[src/rtl/wb_arbiter.sv]
// rtl/wb_arbiter.sv - writeback arbiter and busy scoreboard for the integer register file
//
// Merges single-cycle ALU results with handshaked long-latency results into one
// registered register-file write per cycle, tracks registers awaiting a long
// result, and exposes a bypass of the write the register file commits next edge.
//
// Ports:
//   clk, reset                 clock (rising edge), synchronous active-high reset
//   alu_valid/alu_rd/alu_data  ALU result, no backpressure
//   alu_hold                   pipeline must not present an ALU result this cycle
//   lr_valid/lr_ready/lr_rd/lr_data  long-result handshake into the buffer
//   iss_valid/iss_long/iss_rd  issue notification that marks a register busy
//   q_rs1/q_rs2/q_rd           decode hazard query addresses
//   hz_stall                   any queried register (x0 excluded) is busy
//   fwd1_hit/fwd2_hit/fwd_data bypass of the registered write for rs1/rs2
//   rf_we/rf_waddr/rf_wdata    registered register-file write port
module wb_arbiter #(
  parameter int XLEN       = 32,
  parameter int NREG       = 32,
  parameter int AW         = 5,
  parameter int LQ_DEPTH   = 2,
  parameter int STARVE_MAX = 4
) (
  input  logic            clk,
  input  logic            reset,
  input  logic            alu_valid,
  input  logic [AW-1:0]   alu_rd,
  input  logic [XLEN-1:0] alu_data,
  output logic            alu_hold,
  input  logic            lr_valid,
  output logic            lr_ready,
  input  logic [AW-1:0]   lr_rd,
  input  logic [XLEN-1:0] lr_data,
  input  logic            iss_valid,
  input  logic            iss_long,
  input  logic [AW-1:0]   iss_rd,
  input  logic [AW-1:0]   q_rs1,
  input  logic [AW-1:0]   q_rs2,
  input  logic [AW-1:0]   q_rd,
  output logic            hz_stall,
  output logic            fwd1_hit,
  output logic            fwd2_hit,
  output logic [XLEN-1:0] fwd_data,
  output logic            rf_we,
  output logic [AW-1:0]   rf_waddr,
  output logic [XLEN-1:0] rf_wdata
);

  localparam int PW = (LQ_DEPTH > 1) ? $clog2(LQ_DEPTH) : 1;
  localparam int CW = $clog2(LQ_DEPTH + 1);
  localparam int SW = $clog2(STARVE_MAX + 1);

  logic [AW-1:0]   lq_rd   [LQ_DEPTH];
  logic [XLEN-1:0] lq_data [LQ_DEPTH];
  logic [PW-1:0]   head, tail;
  logic [CW-1:0]   count, count_next;
  logic [SW-1:0]   starve, starve_next;
  logic [NREG-1:0] busy, busy_next;
  logic            hold_next;

  logic            q_empty, push, pop, sel_alu;
  logic [AW-1:0]   head_rd;
  logic [XLEN-1:0] head_data;

  function automatic logic [PW-1:0] ptr_inc(input logic [PW-1:0] p);
    if (p == PW'(LQ_DEPTH - 1)) return '0;
    return p + PW'(1);
  endfunction

  assign q_empty   = (count == '0);
  assign push      = lr_valid && lr_ready;
  assign head_rd   = lq_rd[head];
  assign head_data = lq_data[head];
  // During a hold cycle the ALU input is ignored so the starved head always drains.
  assign sel_alu   = alu_valid && (alu_rd != '0) && !alu_hold;
  assign pop       = !sel_alu && !q_empty;

  always_comb begin
    count_next = count;
    if (push && !pop)      count_next = count + CW'(1);
    else if (pop && !push) count_next = count - CW'(1);
  end

  // Only losses with something buffered count; any pop restarts the window.
  always_comb begin
    starve_next = starve;
    hold_next   = 1'b0;
    if (pop) begin
      starve_next = '0;
    end else if (sel_alu && !q_empty) begin
      starve_next = starve + SW'(1);
      hold_next   = (starve == SW'(STARVE_MAX - 1));
    end
  end

  // Clear then set, so an issue to the same register in the draining cycle stays busy.
  always_comb begin
    busy_next = busy;
    if (pop) busy_next[head_rd] = 1'b0;
    if (iss_valid && iss_long && (iss_rd != '0)) busy_next[iss_rd] = 1'b1;
    busy_next[0] = 1'b0;
  end

  always_ff @(posedge clk) begin
    if (push) begin
      lq_rd[tail]   <= lr_rd;
      lq_data[tail] <= lr_data;
    end
  end

  always_ff @(posedge clk) begin
    if (reset) begin
      head     <= '0;
      tail     <= '0;
      count    <= '0;
      starve   <= '0;
      busy     <= '0;
      alu_hold <= 1'b0;
      lr_ready <= 1'b0;
      rf_we    <= 1'b0;
      rf_waddr <= '0;
      rf_wdata <= '0;
    end else begin
      if (push) tail <= ptr_inc(tail);
      if (pop)  head <= ptr_inc(head);
      count    <= count_next;
      starve   <= starve_next;
      busy     <= busy_next;
      alu_hold <= hold_next;
      lr_ready <= (count_next < CW'(LQ_DEPTH));
      // A popped rd==0 entry is discarded without a write.
      rf_we    <= sel_alu || (pop && (head_rd != '0));
      if (sel_alu) begin
        rf_waddr <= alu_rd;
        rf_wdata <= alu_data;
      end else if (pop) begin
        rf_waddr <= head_rd;
        rf_wdata <= head_data;
      end
    end
  end

  assign hz_stall = ((q_rs1 != '0) && busy[q_rs1]) ||
                    ((q_rs2 != '0) && busy[q_rs2]) ||
                    ((q_rd  != '0) && busy[q_rd]);
  assign fwd1_hit = rf_we && (rf_waddr == q_rs1) && (q_rs1 != '0);
  assign fwd2_hit = rf_we && (rf_waddr == q_rs2) && (q_rs2 != '0);
  assign fwd_data = rf_wdata;

endmodule
[config.mk]
export PLATFORM = sky130hd
export DESIGN_NAME = wb_arbiter
export DESIGN_NICKNAME = d
export VERILOG_FILES = /design/src/rtl/wb_arbiter.sv
export SDC_FILE = /design/constraint.sdc
export NUM_CORES = 1
export LEC_CHECK = 0
export ABC_AREA = 1
export CAP_MARGIN = 20
export CORE_ASPECT_RATIO = 0.8
export CORE_UTILIZATION = 46
export CTS_BUF_LIST = sky130_fd_sc_hd__clkbuf_4
export DETAILED_ROUTE_END_ITERATION = 16
export GPL_TIMING_DRIVEN = 1
export PLACE_DENSITY = 0.74
export SYNTH_ARGS = -nofsm -noshare
export SYNTH_HDL_FRONTEND = slang
export SYNTH_SLANG_ARGS = --single-unit
export TNS_END_PERCENT = 5
[constraint.sdc]
create_clock -name clk -period 5.8 [get_ports clk]
set_clock_uncertainty 0.1 [all_clocks]
set_input_delay 1.74 -clock clk [delete_from_list [all_inputs] [get_ports clk]]
set_output_delay 1.74 -clock clk [all_outputs]
set_load 0.1 [all_outputs]
==> flow_summary.toml <==
[power]
pwr-share-seq_pct = 37.9
p_sw_mw = 1.59
finalPower_mw = 3.54
combPwrFrac_pct = 42.1
intPower_mw = 1.95
p_clk_share_pct = 20.0
leakagePower_nw = 3.63
ir_worst_vdd_uv = 309
switching_share_pct = 44.9
pwr_density_cell_nw_per_um2 = 371

[clocking]
h-tree-depth = 4
ctsHoldBuffers = 0
clockRootBuffer = "clkbuf_4"
clkLatencyLatePin_ns = 0.56
cts_buffer_depth = 2
cts_setup_buffers = 0
numCtsBuffers = 17
clock-sinks = 153
cts_tree = "done"
clk_pin_slew_worst_paths_ns = 0.14
ctsResizeCount = 0

[routing]
wl_per_cell_um = 16.0
ant_nets = 0
route.detailed.drc = 0
finalWirelength_mm = 20.0
drtIter0Drc = 536
drt-pass1-iter-count = 5
drt-vias-per-instance = 5.21
num_vias = 6509

[logic_synthesis]
async_flop_share_pct = 0
synth_cell_types = 43
synth_edf_count = 74
ys_seq_elements = 153
syn-num-nets = 995
synth_top_area_share_pct = 29.4
syn_inst = 890
ys.flop_type = "dfxtp_1"
synth_area_um2 = 7550
yosysTopAreaCell = "edfxtp_1"
synthTopCellsByArea = "edfxtp_1, dfxtp_1, nand2_1"
yosysWarnings = 0
avgSynthCellArea_um2 = 8.48
ys_seq_area_share_pct = 50.4

[die]
die_area_um2 = 16900
fp.dieH_um = 117
die_w_um = 145
io_pins = 175
std_cell_rows = 41
start_util_pct = 47.5
core_area_um2 = 15900

[timing]
worstMarginPinSlew_ns = 1.01
post-route-min-period_ns = 5.30
post-route-period-util_pct = 91.4
setup_violations = 0
fin_hold_ws_ns = 0.351
fmax_ghz = 0.189
grt_setup_unrepaired = "false"
slew_headroom_pct = 32.7
hold_viol = 0
finalSetupTns_ns = 0
finalMaxSlewViolations = 0

[global_route]
grt_usage_pct = 23.7
grt_pass1_vias = 5649
grt_overflow = 0
grt_pass1_wl_mm = 30.4
grt_max_degree = 39
antenna_found_initial = 1

[layout]
final_cell_mix = "nand2_1, clkdlybuf4s50_1, nand3_1"
nNetsFinal = 1126
fill_cells = 1405
drive_gt1_share_pct = 8.12
layout_commonest_cell = "nand2_1"
diodes = 0
fin_util_pct = 60.1
syn_to_final_growth_pct = 26.5
finalNonFillerCells = 1249

[placed_design]
dp_hpwl_mm = 14.2
io_buffers = 174
post-place-cells = 1214
routabilityCongestion = 0.976

[worst_setup_path]
arrival_ns = 3.46
end_kind = "output pin"
crit_type = "input port to output pin"
crit_fanout = 11
start_kind = "input port"
crit_required_ns = 3.96

[outcome]
status = "completed"

[run]
drv_cap = 0

[hold_path]
worstHoldPathType = "flip-flop to flip-flop"
[Yosys cell counts, types with 5 or more instances]
library cell,n
nor2_1,53
buf_4,36
ha_1,5
or2_2,9
a21oi_1,64
a31oi_1,8
inv_1,72
inv_2,7
clkbuf_1,10
mux2i_1,25
nand2_2,7
nand2_1,206
nor3_1,5
nand3_1,96
edfxtp_1,74
nand4_1,8
dfxtp_1,79
o211ai_1,15
o21ai_0,24
buf_2,18
o21ai_1,33
[critical path, stage by stage]
cell	delay, ns
clkdlybuf4s50_1	0.65
inv_1	0.25
a221oi_1	0.33
nand3_1	0.10
nor2_1	0.18
buf_12	0.20
[cell families (layout without fill, tap and decap cells)]
logic type	count (synthesis)	count (layout)	synth area share [%]
compound gates	157	157	11.8
xor+xnor	5	5	0.580
fa+ha+maj	5	5	0.829
buf+inv	151	295	10.3
flops	153	153	50.4
mux	25	25	3.32
simple gates	394	394	22.8
[through the flow]
stage          cell area, um^2  worst slack (ns)
2_1_floorplan             7550             0.223
5_1_grt                   9550             0.248
3_5_place_dp              9180             0.534
4_1_cts                   9490             0.525
3_3_place_gp              9180             0.501
6_report                  9550             0.500
[power by group through the flow]
stage,Clock [mW],Combinational (mW),Sequential (mW)
finish,0.708,1.49,1.34
global route,0.772,1.58,1.36
CTS,0.720,1.46,1.37
detailed placement,0,1.46,1.39
global placement,0,1.45,1.39
floorplan,0,0.859,1.67
[state kept, by name (all words and copies together), names as in the netlist, named ones only]
name      count
alu_hold      1
busy         31
count         1
fwd_data     32
head          1
lq_data      64
lq_rd        10
lr_ready      1
rf_waddr      5
rf_we         1
starve        3
tail          1
[worst paths after layout]
kind / slack (ns) / cells after the start / from / endpoint
setup / recovery: 0.50 / 6 / q_rs2[1] / fwd2_hit
hold / removal: 0.35 / 1 / flip-flop / lr_ready
setup reg to reg: 3.51 / 8 / alu_hold / rf_waddr[1]
hold reg to reg: 0.35 / 1 / flip-flop / lr_ready
[per-layer routing]
layer / GRT usage, % / up-vias / share of wire [%]
li1: - / 3239 / -
met1: 33.3 / 2984 / 45
met2: 36.4 / 276 / 45
met3: 6.84 / 10 / 9.4
met4: 4.84 / 0 / 0.72
met5: 0 / - / 0
[layout make-up]
type / count / area [um^2] / area share [%]
tap: 215 / 269 / 2.82
clock buffer: 18 / 135 / 1.41
multi-input combinational: 586 / 2990 / 31.3
clock inverter: 14 / 176 / 1.85
sequential: 153 / 3800 / 39.8
inverter: 80 / 308 / 3.22
timing repair buffer: 183 / 1870 / 19.6
No activity file was read; power rests on OpenSTA's default activity.
